<file path="src/rtl/instr_pkg.sv">
// Shared MIPS instruction-format constants, used by both the field packer and the field splitter.
package instr_pkg;

  typedef enum logic [1:0] {
    FMT_R   = 2'b00,
    FMT_I   = 2'b01,
    FMT_J   = 2'b10,
    FMT_BAD = 2'b11
  } fmt_e;

  typedef enum logic [2:0] {
    ST_IDLE = 3'd0,
    ST_WR0  = 3'd1,
    ST_WR1  = 3'd2,
    ST_WR2  = 3'd3,
    ST_WR3  = 3'd4
  } state_e;

  localparam int OP_HI    = 31;
  localparam int OP_LO    = 26;
  localparam int RS_HI    = 25;
  localparam int RS_LO    = 21;
  localparam int RT_HI    = 20;
  localparam int RT_LO    = 16;
  localparam int RD_HI    = 15;
  localparam int RD_LO    = 11;
  localparam int SH_HI    = 10;
  localparam int SH_LO    = 6;
  localparam int FUNCT_HI = 5;
  localparam int FUNCT_LO = 0;
  localparam int IMM_HI   = 15;
  localparam int IMM_LO   = 0;
  localparam int TGT_HI   = 25;
  localparam int TGT_LO   = 0;

  localparam logic [5:0] OP_RTYPE = 6'h00;
  localparam logic [5:0] OP_ADDI  = 6'h08;
  localparam logic [5:0] OP_J     = 6'h02;
  localparam logic [5:0] FN_ADD   = 6'h20;

  // Byte lane written by each write state; WR0 carries the most significant byte.
  function automatic logic [1:0] wr_index(input state_e s);
    case (s)
      ST_WR1:  return 2'd1;
      ST_WR2:  return 2'd2;
      ST_WR3:  return 2'd3;
      default: return 2'd0;
    endcase
  endfunction

  function automatic logic [7:0] byte_sel(input logic [31:0] w, input logic [1:0] k);
    case (k)
      2'd0:    return w[31:24];
      2'd1:    return w[23:16];
      2'd2:    return w[15:8];
      default: return w[7:0];
    endcase
  endfunction

endpackage

</file>
<file path="src/rtl/instr_field_pack.sv">
// Combinational packer: decoded R/I/J fields plus format code in, 32-bit instruction word out.
module instr_field_pack
  import instr_pkg::*;
(
  input  logic [1:0]  fmt_i,
  input  logic [5:0]  opcode_i,
  input  logic [4:0]  rs_i,
  input  logic [4:0]  rt_i,
  input  logic [4:0]  rd_i,
  input  logic [4:0]  shamt_i,
  input  logic [5:0]  funct_i,
  input  logic [15:0] imm_i,
  input  logic [25:0] target_i,
  output logic [31:0] word_o,
  output logic        bad_o
);

  // An illegal format packs to all zeros (a nop) and is flagged to the caller.
  always_comb begin
    word_o = '0;
    bad_o  = 1'b0;
    case (fmt_i)
      FMT_R: begin
        word_o[OP_HI:OP_LO]       = opcode_i;
        word_o[RS_HI:RS_LO]       = rs_i;
        word_o[RT_HI:RT_LO]       = rt_i;
        word_o[RD_HI:RD_LO]       = rd_i;
        word_o[SH_HI:SH_LO]       = shamt_i;
        word_o[FUNCT_HI:FUNCT_LO] = funct_i;
      end
      FMT_I: begin
        word_o[OP_HI:OP_LO]   = opcode_i;
        word_o[RS_HI:RS_LO]   = rs_i;
        word_o[RT_HI:RT_LO]   = rt_i;
        word_o[IMM_HI:IMM_LO] = imm_i;
      end
      FMT_J: begin
        word_o[OP_HI:OP_LO]   = opcode_i;
        word_o[TGT_HI:TGT_LO] = target_i;
      end
      default: begin
        bad_o = 1'b1;
      end
    endcase
  end

endmodule

</file>
<file path="src/rtl/instr_packer.sv">
// Packs decoded MIPS fields into instruction words and writes each one byte-serially,
// big-endian, into the 8-bit instruction memory port.
module instr_packer
  import instr_pkg::*;
#(
  parameter logic [31:0] BASE_ADDR = 32'h0000_0000,
  parameter int          CNT_W     = 16
) (
  input  logic             clk_i,
  input  logic             rst_ni,
  input  logic             in_valid_i,
  output logic             in_ready_o,
  input  logic [1:0]       fmt_i,
  input  logic [5:0]       opcode_i,
  input  logic [4:0]       rs_i,
  input  logic [4:0]       rt_i,
  input  logic [4:0]       rd_i,
  input  logic [4:0]       shamt_i,
  input  logic [5:0]       funct_i,
  input  logic [15:0]      imm_i,
  input  logic [25:0]      target_i,
  input  logic             addr_load_i,
  input  logic [31:0]      addr_in_i,
  output logic             mem_wr_o,
  output logic [31:0]      mem_addr_o,
  output logic [7:0]       mem_data_o,
  output logic [31:0]      instr_word_o,
  output logic [CNT_W-1:0] instr_cnt_o,
  output logic             busy_o,
  output logic             err_o
);

  state_e            state_q, state_d;
  logic [31:0]       ptr_q, ptr_d;
  logic [31:0]       word_q, word_d;
  logic [CNT_W-1:0]  cnt_q, cnt_d;
  logic              err_q, err_d;
  logic              mem_wr_q, mem_wr_d;
  logic [31:0]       mem_addr_q, mem_addr_d;
  logic [7:0]        mem_data_q, mem_data_d;
  logic [31:0]       packed_word;
  logic              packed_bad;
  logic [31:0]       load_addr;

  instr_field_pack u_pack (
    .fmt_i    (fmt_i),
    .opcode_i (opcode_i),
    .rs_i     (rs_i),
    .rt_i     (rt_i),
    .rd_i     (rd_i),
    .shamt_i  (shamt_i),
    .funct_i  (funct_i),
    .imm_i    (imm_i),
    .target_i (target_i),
    .word_o   (packed_word),
    .bad_o    (packed_bad)
  );

  assign load_addr  = addr_in_i & ~32'h0000_0003;
  assign in_ready_o = (state_q == ST_IDLE) && !addr_load_i;

  // Memory-port outputs are registered, so they are derived from the state being entered.
  always_comb begin
    state_d    = state_q;
    ptr_d      = ptr_q;
    word_d     = word_q;
    cnt_d      = cnt_q;
    err_d      = err_q;
    mem_wr_d   = 1'b0;
    mem_addr_d = mem_addr_q;
    mem_data_d = mem_data_q;

    case (state_q)
      ST_IDLE: begin
        if (addr_load_i) begin
          ptr_d = load_addr;
        end else if (in_valid_i) begin
          state_d = ST_WR0;
          word_d  = packed_word;
          if (packed_bad) err_d = 1'b1;
        end
      end
      ST_WR0: state_d = ST_WR1;
      ST_WR1: state_d = ST_WR2;
      ST_WR2: state_d = ST_WR3;
      ST_WR3: begin
        state_d = ST_IDLE;
        ptr_d   = ptr_q + 32'd4;
        if (!(&cnt_q)) cnt_d = cnt_q + {{(CNT_W-1){1'b0}}, 1'b1};
      end
      default: state_d = ST_IDLE;
    endcase

    if (state_d != ST_IDLE) begin
      mem_wr_d   = 1'b1;
      mem_addr_d = ptr_q + {30'd0, wr_index(state_d)};
      mem_data_d = byte_sel(word_d, wr_index(state_d));
    end
  end

  always_ff @(posedge clk_i or negedge rst_ni) begin
    if (!rst_ni) begin
      state_q    <= ST_IDLE;
      ptr_q      <= BASE_ADDR;
      word_q     <= '0;
      cnt_q      <= '0;
      err_q      <= 1'b0;
      mem_wr_q   <= 1'b0;
      mem_addr_q <= BASE_ADDR;
      mem_data_q <= '0;
    end else begin
      state_q    <= state_d;
      ptr_q      <= ptr_d;
      word_q     <= word_d;
      cnt_q      <= cnt_d;
      err_q      <= err_d;
      mem_wr_q   <= mem_wr_d;
      mem_addr_q <= mem_addr_d;
      mem_data_q <= mem_data_d;
    end
  end

  assign mem_wr_o     = mem_wr_q;
  assign mem_addr_o   = mem_addr_q;
  assign mem_data_o   = mem_data_q;
  assign instr_word_o = word_q;
  assign instr_cnt_o  = cnt_q;
  assign busy_o       = (state_q != ST_IDLE);
  assign err_o        = err_q;

endmodule
</file>
<file path="config.mk">
export PLATFORM = sky130hd
export DESIGN_NAME = instr_packer
export DESIGN_NICKNAME = d
export VERILOG_FILES = /design/src/rtl/instr_pkg.sv /design/src/rtl/instr_field_pack.sv /design/src/rtl/instr_packer.sv
export SDC_FILE = /design/constraint.sdc
export NUM_CORES = 1
export LEC_CHECK = 0
export BUFFER_PORTS_ARGS = -buffer_cell sky130_fd_sc_hd__buf_2
export CAP_MARGIN = 25
export CORE_UTILIZATION = 43
export CTS_BUF_LIST = sky130_fd_sc_hd__clkbuf_4 sky130_fd_sc_hd__clkbuf_8
export DETAILED_ROUTE_END_ITERATION = 10
export GPL_ROUTABILITY_DRIVEN = 0
export PLACE_DENSITY = 0.72
export SYNTH_ARGS = -nofsm -noshare
export SYNTH_HDL_FRONTEND = slang
export SYNTH_SLANG_ARGS = --single-unit
</file>
<file path="constraint.sdc">
create_clock -name clk_i -period 2.1 [get_ports clk_i]
set_input_delay 0.42 -clock clk_i [delete_from_list [all_inputs] [get_ports clk_i]]
set_output_delay 0.42 -clock clk_i [all_outputs]
set_load 0.005 [all_outputs]
</file>
Yosys cells after proc, flatten, opt, wreduce, memory -nomap -nowiden

Index checks and enable logic that the tools add are counted.

Add/sub/neg operators: 3
Multiply operators: 0
Div/mod/pow operators: 0
$lt $le $gt $ge: 0
Equality and inequality tests: 12
Shift-type cells: 0
Multiplexer cells: 13
Bitwise logic cells: 3
Reductions and logical operators: 13

Operator list:

| operator                                       | number |
|---|---|
| 2-to-1 mux 32 bit                              | 4 |
| case mux 32 bit (3 select lines)               | 1 |
| case mux 32 bit (2 select lines)               | 1 |
| adder 32 x 2 -> 32 bit                         | 1 |
| adder 32 x 3 -> 32 bit (second input constant) | 1 |
| case mux 8 bit (3 select lines)                | 1 |
| adder 16 x 1 -> 16 bit (second input constant) | 1 |
| AND reduction 16 bit                           | 1 |
| == test 3 x 2 -> 1 bit (second input constant) | 4 |
| case mux 3 bit (4 select lines)                | 1 |
| == test 3 bit (second input constant)          | 2 |
| 2-to-1 mux 3 bit                               | 2 |
| case mux 2 bit (3 select lines)                | 1 |
| nonzero test 3 bit                             | 2 |
| == test 2 x 1 -> 1 bit (second input constant) | 2 |
| == test 2 bit (second input constant)          | 2 |
| zero test 2 bit                                | 2 |
| AND reduction 2 bit                            | 2 |
| AND reduction 4 bit                            | 1 |
| == test 3 x 1 -> 1 bit (second input constant) | 1 |
| zero test 3 bit                                | 1 |
| NOT 1 bit                                      | 3 |
| OR reduction 3 bit                             | 1 |
| 2-to-1 mux 2 bit                               | 1 |
| 5 further kinds                                | 5 |

Bits in registers: 125
Latch bits: 0
Memory bits (writable): 0
Bits in read-only memories: 0
Bits of input ports: 112
Output and inout bits: 92
Word-level logic and storage cells: 52
Memories kept: 0

Longest topological paths before layout

Gate-level depths: netlist (run 1).

Depth after elaboration: 8
Gate-level depth with buffers: 9
Mapped depth without buffers: 7

By module

From an unflattened synthesis (run 1), not the netlist that was laid out.

Cell total of the unflattened synthesis: 712
Area total of the unflattened synthesis: 6627.6 um^2

By module, submodules not included:

| module           | instances | cells an instance | area each (um^2) | sequential area each (um^2) |
|---|---|---|---|---|
| instr_packer     | 1         | 652               | 6100.9           | 3078.0 |
| instr_field_pack | 1         | 60                | 526.8            | 0.0 |

Least setup slack after synthesis (run 1)

Ideal clock, no wire load.

Path kind: flip-flop to flip-flop
From: register state_q[1]
To: register cnt_q[1] (netlist: instr_cnt_o[1])
Arrival: 1717 ps
Required time: 1975 ps
Slack: 258 ps
Stages on the path, launching flop included: 5
Path through: dfrtp_1 -> or3b_1 -> clkbuf_1 -> a31oi_1 -> mux2_2

Cells in the longest elaborated chain, start to end: 2

Ends and longest elaborated chain:

| what                          | RTL line            | source |
|---|---|---|
| start, declared               | instr_packer.sv:33  | `state_e state_q, state_d;` |
| start signal, assigned        | instr_packer.sv:112 | `state_q <= state_d;` |
| == test 3 bit                 | instr_packer.sv:73  | `case (state_q)` |
| AND reduction 2 bit (no line) | --                  |  |
| end signal, assigned          | instr_packer.sv:115 | `cnt_q <= cnt_d;` |
| end, declared                 | instr_packer.sv:36  | `logic [CNT_W-1:0] cnt_q, cnt_d;` |

No other way between the ends.
A chain may end at the register's enable or synchronous reset.

Final worst setup path (run 1)

From: register state_q[2]
To: output port in_ready_o

Cells in the longest elaborated chain, start to end: 2

Ends and longest elaborated chain:

| what              | RTL line           | source |
|---|---|---|
| zero test 3 bit   | instr_packer.sv:60 | `assign in_ready_o = (state_q == ST_IDLE) && !addr_load_i;` |
| logical AND 1 bit | instr_packer.sv:60 |  |
| end, declared     | instr_packer.sv:12 | `output logic in_ready_o,` |

No other way between the ends.

==> results of run 1 <==
==> critical path, cell delays in order (launching register included) <==
cell and delay (ns):
dfrtp_1 0.39, or3_4 0.39, buf_4 0.16, nor2_1 0.08, buf_2 0.12
==> placed cells by master (no fill, tap or decap), drive strengths merged, types with 4 or more instances in the layout <==
cell type / count
buf: 253
nand2: 130
dfrtp: 123
nor2: 101
o21ai: 64
a21oi: 62
mux2i: 28
clkbuf: 25
nand4: 24
nand3: 22
xnor2: 18
o22ai: 17
nor3: 14
a221oi: 12
xor2: 12
inv: 10
nor4: 8
a21o: 6
and3: 6
nand2b: 5
or3: 5
a311oi: 4
a211oi: 4
o211a: 4
==> worst min path at each step <==
stage | start | to
global placement | rst_ni | mem_addr_o[14]$_DFFE_PN0P_
floorplan | rst_ni | err_o$_DFFE_PN0P_
global route | opcode_i[2] | instr_word_o[28]$_DFF_PN0_
detailed placement | rst_ni | mem_addr_o[14]$_DFFE_PN0P_
CTS | opcode_i[2] | instr_word_o[28]$_DFF_PN0_
finish | opcode_i[2] | instr_word_o[28]$_DFF_PN0_
==> per-layer routing <==
layer	track usage [%]	wire, µm	vias to the layer above
li1	-	-	3139
met2	40.53	9082	245
met1	32.33	8327	3032
met3	6.117	1335	37
met5	0	0	-
met4	10.91	514	0
==> final cells by class <==
type / count / area share (%)
Timing Repair Buffer: 254 / 17.04
Clock inverter: 6 / 0.9730
Sequential cell: 123 / 36.27
Tap cell: 188 / 2.772
Clock buffer: 25 / 3.981
Multi-Input combinational cell: 582 / 38.52
Inverter: 10 / 0.4423
==> per-stage QoR <==
stage	cell area, µm²	hold slack [ns]	worst slack, ns
floorplan	6636	0.1244	0.2578
global placement	8044	0.4002	0.1829
detailed placement	8044	0.3977	0.1373
CTS	8482	0.1850	0.05813
global route	8487	0.1972	0.009357
finish	8487	0.2118	0.09213
==> what timing repair did <==
item	4_1_cts	5_1_grt
hold buffers	1	0
resized for setup	0	1
hold endpoints to repair	29	0
pin swaps	0	0
setup endpoints to repair	1	1
buffers inserted	1	0
==> sequential cells by signal, indices dropped and copies added (netlist names) <==
signal,count
instr_cnt_o,16
state_q,3
ptr_q,30
mem_addr_o,32
err_o,1
instr_word_o,32
mem_data_o,8
mem_wr_o,1
==> cell usage after synthesis, types with 2 or more instances <==
cell / number / area share (%)
dfrtp_1: 123 / 46
and4_1: 3 / 0.40
a221o_1: 2 / 0.30
and2_1: 2 / 0.19
mux2i_1: 28 / 4.2
a311oi_1: 4 / 0.53
o22ai_1: 17 / 1.6
nor2_1: 101 / 5.7
o21ai_0: 58 / 4.4
mux2_2: 2 / 0.34
nor3_1: 14 / 1.1
clkbuf_8: 3 / 0.62
ha_1: 3 / 0.57
nand4_1: 22 / 2.1
buf_2: 8 / 0.60
xor2_1: 12 / 1.6
buf_1: 5 / 0.28
nand3_1: 22 / 1.7
nor4_4: 2 / 0.64
nor2b_1: 3 / 0.28
or3_1: 4 / 0.38
xnor2_1: 18 / 2.4
a21oi_1: 61 / 4.6
nand2_1: 130 / 7.4
a31oi_1: 3 / 0.28
o21a_1: 3 / 0.34
or2_2: 2 / 0.19
a21o_1: 6 / 0.68
and3_1: 6 / 0.57
clkbuf_1: 36 / 2.0
nor4_1: 5 / 0.47
nand2b_1: 5 / 0.47
o21ai_1: 6 / 0.45
a221oi_1: 12 / 1.6
inv_1: 10 / 0.57
a211oi_1: 4 / 0.45
o211a_1: 4 / 0.60
==> cells by family (layout without fill, tap and decap cells) <==
kind of cell               after synthesis  count (layout)  synth area share (%)
and+or+nand+nor                        327             327                 22.55
DFF                                    123             123                 46.38
xor gates and xnor gates                30              30                 3.959
buffers and inverters                   65             295                 4.468
adders and majority gates                3               3                0.5657
muxes                                   30              30                 4.563
AOI/OAI and AO/OA                      191             191                 17.46
other                                    1               1               0.05651
==> power groups by stage <==
stage               logic, mW  registers (mW)  clock network [mW]
floorplan                3.24            4.17                   0
global placement         5.13            4.32                   0
detailed placement       5.25            4.36                   0
CTS                      5.30            4.32                2.25
global route             5.89            4.47                2.36
finish                   5.29            4.32                2.20
==> flow_summary.ini, run 1 <==
[sta]
slew_headroom_pct = 60.08
finClkSkew_ns = 0.01033
finalHoldViolCount = 0
max_freq_ghz = 0.4980
rsz0062_at_grt = false
worst_pin_slew_ns = 0.5965
fin_crit_ns = 2.008
drv_slew = 0
fin_setup_tns_ns = 0
setup_viol = 0
period_share_pct = 95.61

[synth]
synth-seq-cells = 123
syn_area_um2 = 6636
syn_nets = 885
postSynthCellCount = 770
synth_edf_count = 0
yosysWarnings = 0
avgSynthCellArea_um2 = 8.619
synth-seq-area-share_pct = 46.38
synthArstFlopShare_pct = 100.0
synthFlopType = dfrtp_1
synth.distinct_cells = 58

[place]
portBuffers = 201
hpwlAfterDp_mm = 14.64
placed_cells = 1155

[route]
dr_total_vias = 6453
vias_per_cell = 5.432
totalWireLength_mm = 19.26
wl_per_cell_um = 16.21
ant_nets = 0
drcViolationCount = 0
drt_pre_antenna_iters = 5
drt_iter0_markers = 554

[hold_path]
whs_path_depth = 3
hp-class = in -> reg

[floorplanning]
fp.coreArea_um2 = 15150
num_rows = 45
start_util_pct = 43.82
io_pins = 204
fp.dieArea_um2 = 15930
die_h_um = 126.2
die_w_um = 126.2

[job]
cap_violations = 0

[power]
p_seq_share_pct = 36.6
power.density_nw_per_um2 = 1393
power.clock.fraction_pct = 18.6
finalPower_mw = 11.82
power_switching_mw = 4.866
p_sw_share_pct = 41.17
peakVddDrop_mv = 0.8178
comb_power_share_pct = 44.8
cellLeakagePower_nw = 4.107
power.internal_mw = 6.952

[clocking]
numCtsBuffers = 17
cts_tree = yes
cts-root-buf = clkbuf_8
clkLatencyLatePin_ns = 0.45
cts_max_path_buffers = 2
clkSinkCount = 123
htree_levels = 4
clk_pin_slew_ns = 0.07

[critical_path]
crit_path_start_kind = flip-flop
reg2reg_depth = 5
startpoint = state_q[2]$_DFF_PN0_
cp-endpoint = in_ready_o
crit_arrival_ns = 1.59
cp_max_fo = 3
rr_endpoint = instr_cnt_o[10]$_DFFE_PN0P_
worst_ep_required_time_ns = 1.68
rrSetupSlack_ns = 0.14
regToRegStartpoint = state_q[1]$_DFF_PN0_
crit_path_end_kind = output port
critPathKind = reg -> out

[final_layout]
nNetsFinal = 1103
syn_to_final_growth_pct = 27.88
final_cells = 1188
multi_input_area_um2 = 3269
n_antenna_cell = 0
fin_util_pct = 56.03
final_layout_size_suffix_gt1_share_pct = 30.20
fill_cells = 1412
seq_area_um2 = 3078

[grt]
grt_pass1_vias = 6058
grt_max_degree = 54
antenna_found_initial = 0
grt_pass1_wl_mm = 31.04
grt_use_total_pct = 25.19
grt-ovfl-total = 0

[status]
run_status = finished, final reports clean
Note: power is estimated with default switching activity, not from simulation.
==> run 2, diff against run 1 <==
- CORE_UTILIZATION: 43 -> 30
- PLACE_DENSITY: 0.72 -> 0.54
==> flow_summary.ini, run 2 (synthesis results as in run 1) <==
[floorplanning]
fp.dieArea_um2 = 22720
die_w_um = 150.7
die_h_um = 150.7
fp.coreArea_um2 = 21760
num_rows = 54
io_pins = 204
start_util_pct = 30.50

[power]
peakVddDrop_mv = 0.3952
p_seq_share_pct = 35.8
finalPower_mw = 12.14
p_sw_share_pct = 41.18
power.density_nw_per_um2 = 1402
power.clock.fraction_pct = 20.6
power.internal_mw = 7.142
power_switching_mw = 5.000
cellLeakagePower_nw = 4.127
comb_power_share_pct = 43.6

[place]
portBuffers = 201
hpwlAfterDp_mm = 15.66

[hold_path]
whs_path_depth = 3
hold_end = instr_word_o[28]$_DFF_PN0_
min_from = opcode_i[2]
hp-class = in -> reg

[route]
wl_per_cell_um = 16.05
totalWireLength_mm = 20.58
ant_nets = 0
dr_total_vias = 6284
vias_per_cell = 4.902
drt_iter0_markers = 431
drcViolationCount = 0
drt_pre_antenna_iters = 5

[critical_path]
startpoint = state_q[1]$_DFF_PN0_
cp_max_fo = 5
crit_path_end_kind = output port
regToRegStartpoint = state_q[1]$_DFF_PN0_
reg2reg_depth = 7
slowest_stage = dfrtp_1
rrSetupSlack_ns = 0.13
crit_arrival_ns = 1.60
crit_path_start_kind = flip-flop
max_stage_delay_ns = 0.43
worst_ep_required_time_ns = 1.68
crit_chain = or3_4 -> buf_4 -> nor2_1 -> buf_2
critPathKind = reg -> out
rr_endpoint = ptr_q[23]$_DFFE_PN0P_

[clocking]
clkSinkCount = 123
cts_max_path_buffers = 2
clk_pin_slew_ns = 0.08
clkLatencyLatePin_ns = 0.45
numCtsBuffers = 17
cts_tree = yes
htree_levels = 4
cts-root-buf = clkbuf_8

[grt]
grt_max_degree = 75
grt_pass1_vias = 5912
grt-ovfl-total = 0
grt_use_total_pct = 18.73
grt_pass1_wl_mm = 32.30
antenna_found_initial = 0

[sta]
worst_pin_slew_ns = 0.7529
finClkSkew_ns = 0.01042
setup_viol = 0
period_share_pct = 96.39
slew_headroom_pct = 49.62
rsz0062_at_grt = true
drv_slew = 0
max_freq_ghz = 0.4940
finalHoldViolCount = 0
hold_slack_ns = 0.2059
fin_setup_tns_ns = 0
fin_crit_ns = 2.024

[final_layout]
fin_util_pct = 39.81
final_cell_mix = 200 x buf_2, 130 x nand2_1, 122 x dfrtp_1
syn_to_final_growth_pct = 30.52
final_layout_size_suffix_gt1_share_pct = 30.44
nNetsFinal = 1104
final_common_cell = buf_2
n_antenna_cell = 0

[status]
run_status = finished, final reports clean

[job]
cap_violations = 0
## run 2: cell count changes in the layout (fill, tap and decap cells not counted), sizes merged
cell,change
inv,+1
buf,+1
clkinv,+4
clkbuf,-6
bufinv,+3
clkinvlp,-1
## run 2: metal layers
| metal | wire [µm] | global-route usage (%) | vias to the layer above |
|---|---|---|---|
| met4 | 461 | 7.000 | 0 |
| li1 | - | - | 3148 |
| met3 | 1303 | 4.364 | 28 |
| met1 | 9504 | 25.46 | 2916 |
| met5 | 0 | 0 | - |
| met2 | 9308 | 28.76 | 192 |
## run 2: how the worst max path moves through the flow
stage | endpoint | slack (ns) | depth (start not counted)
2_1_floorplan | instr_cnt_o[1]$_DFFE_PN0P_ | 0.26 | 4
3_3_place_gp | instr_cnt_o[10]$_DFFE_PN0P_ | 0.11 | 5
3_5_place_dp | instr_cnt_o[10]$_DFFE_PN0P_ | 0.11 | 5
4_1_cts | in_ready_o | 0.03 | 4
5_1_grt | in_ready_o | -0.008 | 4
6_report | in_ready_o | 0.08 | 4
## run 2: final cells by class
class | instances | area, µm²
well taps | 280 | 350.3
fillers | 2268 | 13090
inverters | 10 | 37.54
repair buffers | 255 | 1441
clock buffers | 19 | 255.2
flip-flops and latches | 123 | 3079
clock inverters | 13 | 216.5
multi-input cells | 582 | 3282
## run 2: stage by stage
step	cell area (µm²)	worst slack, ns	std cells
final	8662	0.07579	1282
after detailed placement	8163	0.1051	1249
after global routing	8662	-0.008315	1282
after floorplan	6636	0.2578	770
after global placement	8163	0.1128	1249
after CTS	8645	0.03496	1282
## run 2: worst max-delay path: cells and delay by family, from the launching register on
family,cells,cell delay (ns)
AND/OR/NAND/NOR,2,0.46
flip-flops,1,0.43
buffers and inverters,2,0.27
## run 2: repair_timing
item                                   4_1_cts  5_1_grt
resized for setup                            0        2
endpoints found under the hold margin       14        0
hold buffers                                 1        0
buffers inserted                             0        0
setup endpoints to repair                    0        2
## run 2: power groups by stage
stage,combinational [mW],clock (mW),sequential [mW]
floorplan,3.24,0,4.17
global placement,5.25,0,4.38
detailed placement,5.30,0,4.40
CTS,5.33,2.58,4.36
global route,6.00,2.66,4.51
finish,5.29,2.51,4.35
==> run 3, diff against run 2 <==
- PLACE_DENSITY: 0.54 -> unset
- PLACE_DENSITY_LB_ADDON: unset -> 0.2
==> flow_summary.ini, run 3 (synthesis results as in run 1) <==
[clocking]
numCtsBuffers = 17
clk_pin_slew_ns = 0.08
cts_max_path_buffers = 2
htree_levels = 4
cts-root-buf = clkbuf_8
cts_tree = yes
clkLatencyLatePin_ns = 0.45
clkSinkCount = 123

[sta]
hold_slack_ns = 0.2180
fin_crit_ns = 1.962
finClkSkew_ns = 0.01008
period_share_pct = 93.45
setup_viol = 0
setup_ws_ns = 0.1376
slew_headroom_pct = 65.17
worst_pin_slew_ns = 0.5184
drv_slew = 0
max_freq_ghz = 0.5096
finalHoldViolCount = 0

[route]
drcViolationCount = 0
drt_iter0_markers = 398
vias_per_cell = 4.878
dr_total_vias = 6268
wl_per_cell_um = 16.29
drt_pre_antenna_iters = 4
ant_nets = 0
totalWireLength_mm = 20.93

[floorplanning]
fp.coreArea_um2 = 21760
die_w_um = 150.7
num_rows = 54
die_h_um = 150.7
io_pins = 204
start_util_pct = 30.50
fp.dieArea_um2 = 22720

[hold_path]
whs_path_depth = 3
hp-class = in -> reg
min_from = opcode_i[2]

[critical_path]
cp-endpoint = instr_cnt_o[15]$_DFFE_PN0P_
crit_arrival_ns = 2.29
regToRegStartpoint = state_q[1]$_DFF_PN0_
rrSetupSlack_ns = 0.14
crit_path_start_kind = flip-flop
critPathKind = reg -> reg
cpLargestDelayFamily = simple AND/OR/NAND/NOR gates
critPathBufInv = 0
crit_chain = or3b_1 -> or3_1 -> a41oi_2 -> nand2_1 -> xnor2_1
reg2reg_depth = 5
worst_ep_required_time_ns = 2.43
crit_path_end_kind = flip-flop
max_stage_delay_ns = 0.46
cp_max_fo = 5
slowest_stage = or3b_1
crit_cells = 5
startpoint = state_q[1]$_DFF_PN0_
rr_endpoint = instr_cnt_o[15]$_DFFE_PN0P_

[grt]
grt_pass1_vias = 6066
antenna_found_initial = 1
grt_max_degree = 64
grt_pass1_wl_mm = 33.31
grt-ovfl-total = 0
grt_use_total_pct = 19.22

[place]
portBuffers = 201
dp_slack_ns = 0.06879
hpwlAfterDp_mm = 15.98
placed_cells = 1251

[final_layout]
final_cells = 1285
fill_cells = 2302
syn_to_final_growth_pct = 30.00
nNetsFinal = 1106
seq_area_um2 = 3079
multi_input_area_um2 = 3283
final_layout_size_suffix_gt1_share_pct = 30.68
final_cell_mix = 200 x buf_2, 130 x nand2_1, 122 x dfrtp_1
final_common_cell = buf_2

[power]
peakVddDrop_mv = 0.4375
power.density_nw_per_um2 = 1371
cellLeakagePower_nw = 4.105

[status]
run_status = finished, final reports clean

[job]
cap_violations = 0
run 3: worst min-delay path by stage:
stage / endpoint / slack, ns
4_1_cts: instr_word_o[28]$_DFF_PN0_ / 0.19
3_5_place_dp: ptr_q[19]$_DFFE_PN0P_ / 0.26
3_3_place_gp: ptr_q[19]$_DFFE_PN0P_ / 0.27
5_1_grt: instr_word_o[28]$_DFF_PN0_ / 0.21
2_1_floorplan: err_o$_DFFE_PN0P_ / 0.12
6_report: instr_word_o[28]$_DFF_PN0_ / 0.22
run 3: worst min-delay path, cell delays in order:
cell,delay [ns]
buf_2,0.09
nand3_1,0.06
nand2_1,0.06
run 3: what timing repair did:
action | CTS | global route
setup endpoints to repair | 0 | 4
gates resized for setup | 0 | 3
hold buffers | 1 | 0
buffers inserted | 0 | 1
endpoints found under the hold margin | 6 | 0
run 3: final cells by class:
cell class	count	area share, %
multi-input cells	582	38.06
clock buffers	18	2.799
well taps	280	4.061
repair buffers	257	17.22
inverters	10	0.4351
clock inverters	14	1.711
diodes	1	0.02901
flip-flops and latches	123	35.69
run 3: routing by layer:
layer / wire, µm / GRT usage (%) / vias to the layer above
li1: - / - / 3159
met3: 1163 / 4.848 / 12
met4: 201 / 4.400 / 0
met2: 9703 / 30.23 / 161
met1: 9859 / 26.37 / 2936
met5: 0 / 0 / -
run 3: metrics by stage:
| step | TNS, ns | power (mW) | cell area (µm²) | utilization (%) |
|---|---|---|---|---|
| after detailed placement | 0 | 9.806 | 8204 | 37.71 |
| after global placement | 0 | 9.752 | 8204 | 37.71 |
| after floorplan | 0 | 7.414 | 6636 | - |
| final | 0 | 11.83 | 8627 | 39.65 |
| after global routing | -0.01241 | 12.89 | 8625 | 39.64 |
| after CTS | 0 | 11.98 | 8603 | 39.54 |
run 3: power breakdown:
part / total [mW] / switching (mW) / internal [mW]
clock: 2.11 / 1.04 / 1.07
sequential: 4.34 / 0.921 / 3.42
combinational: 5.37 / 3.07 / 2.30
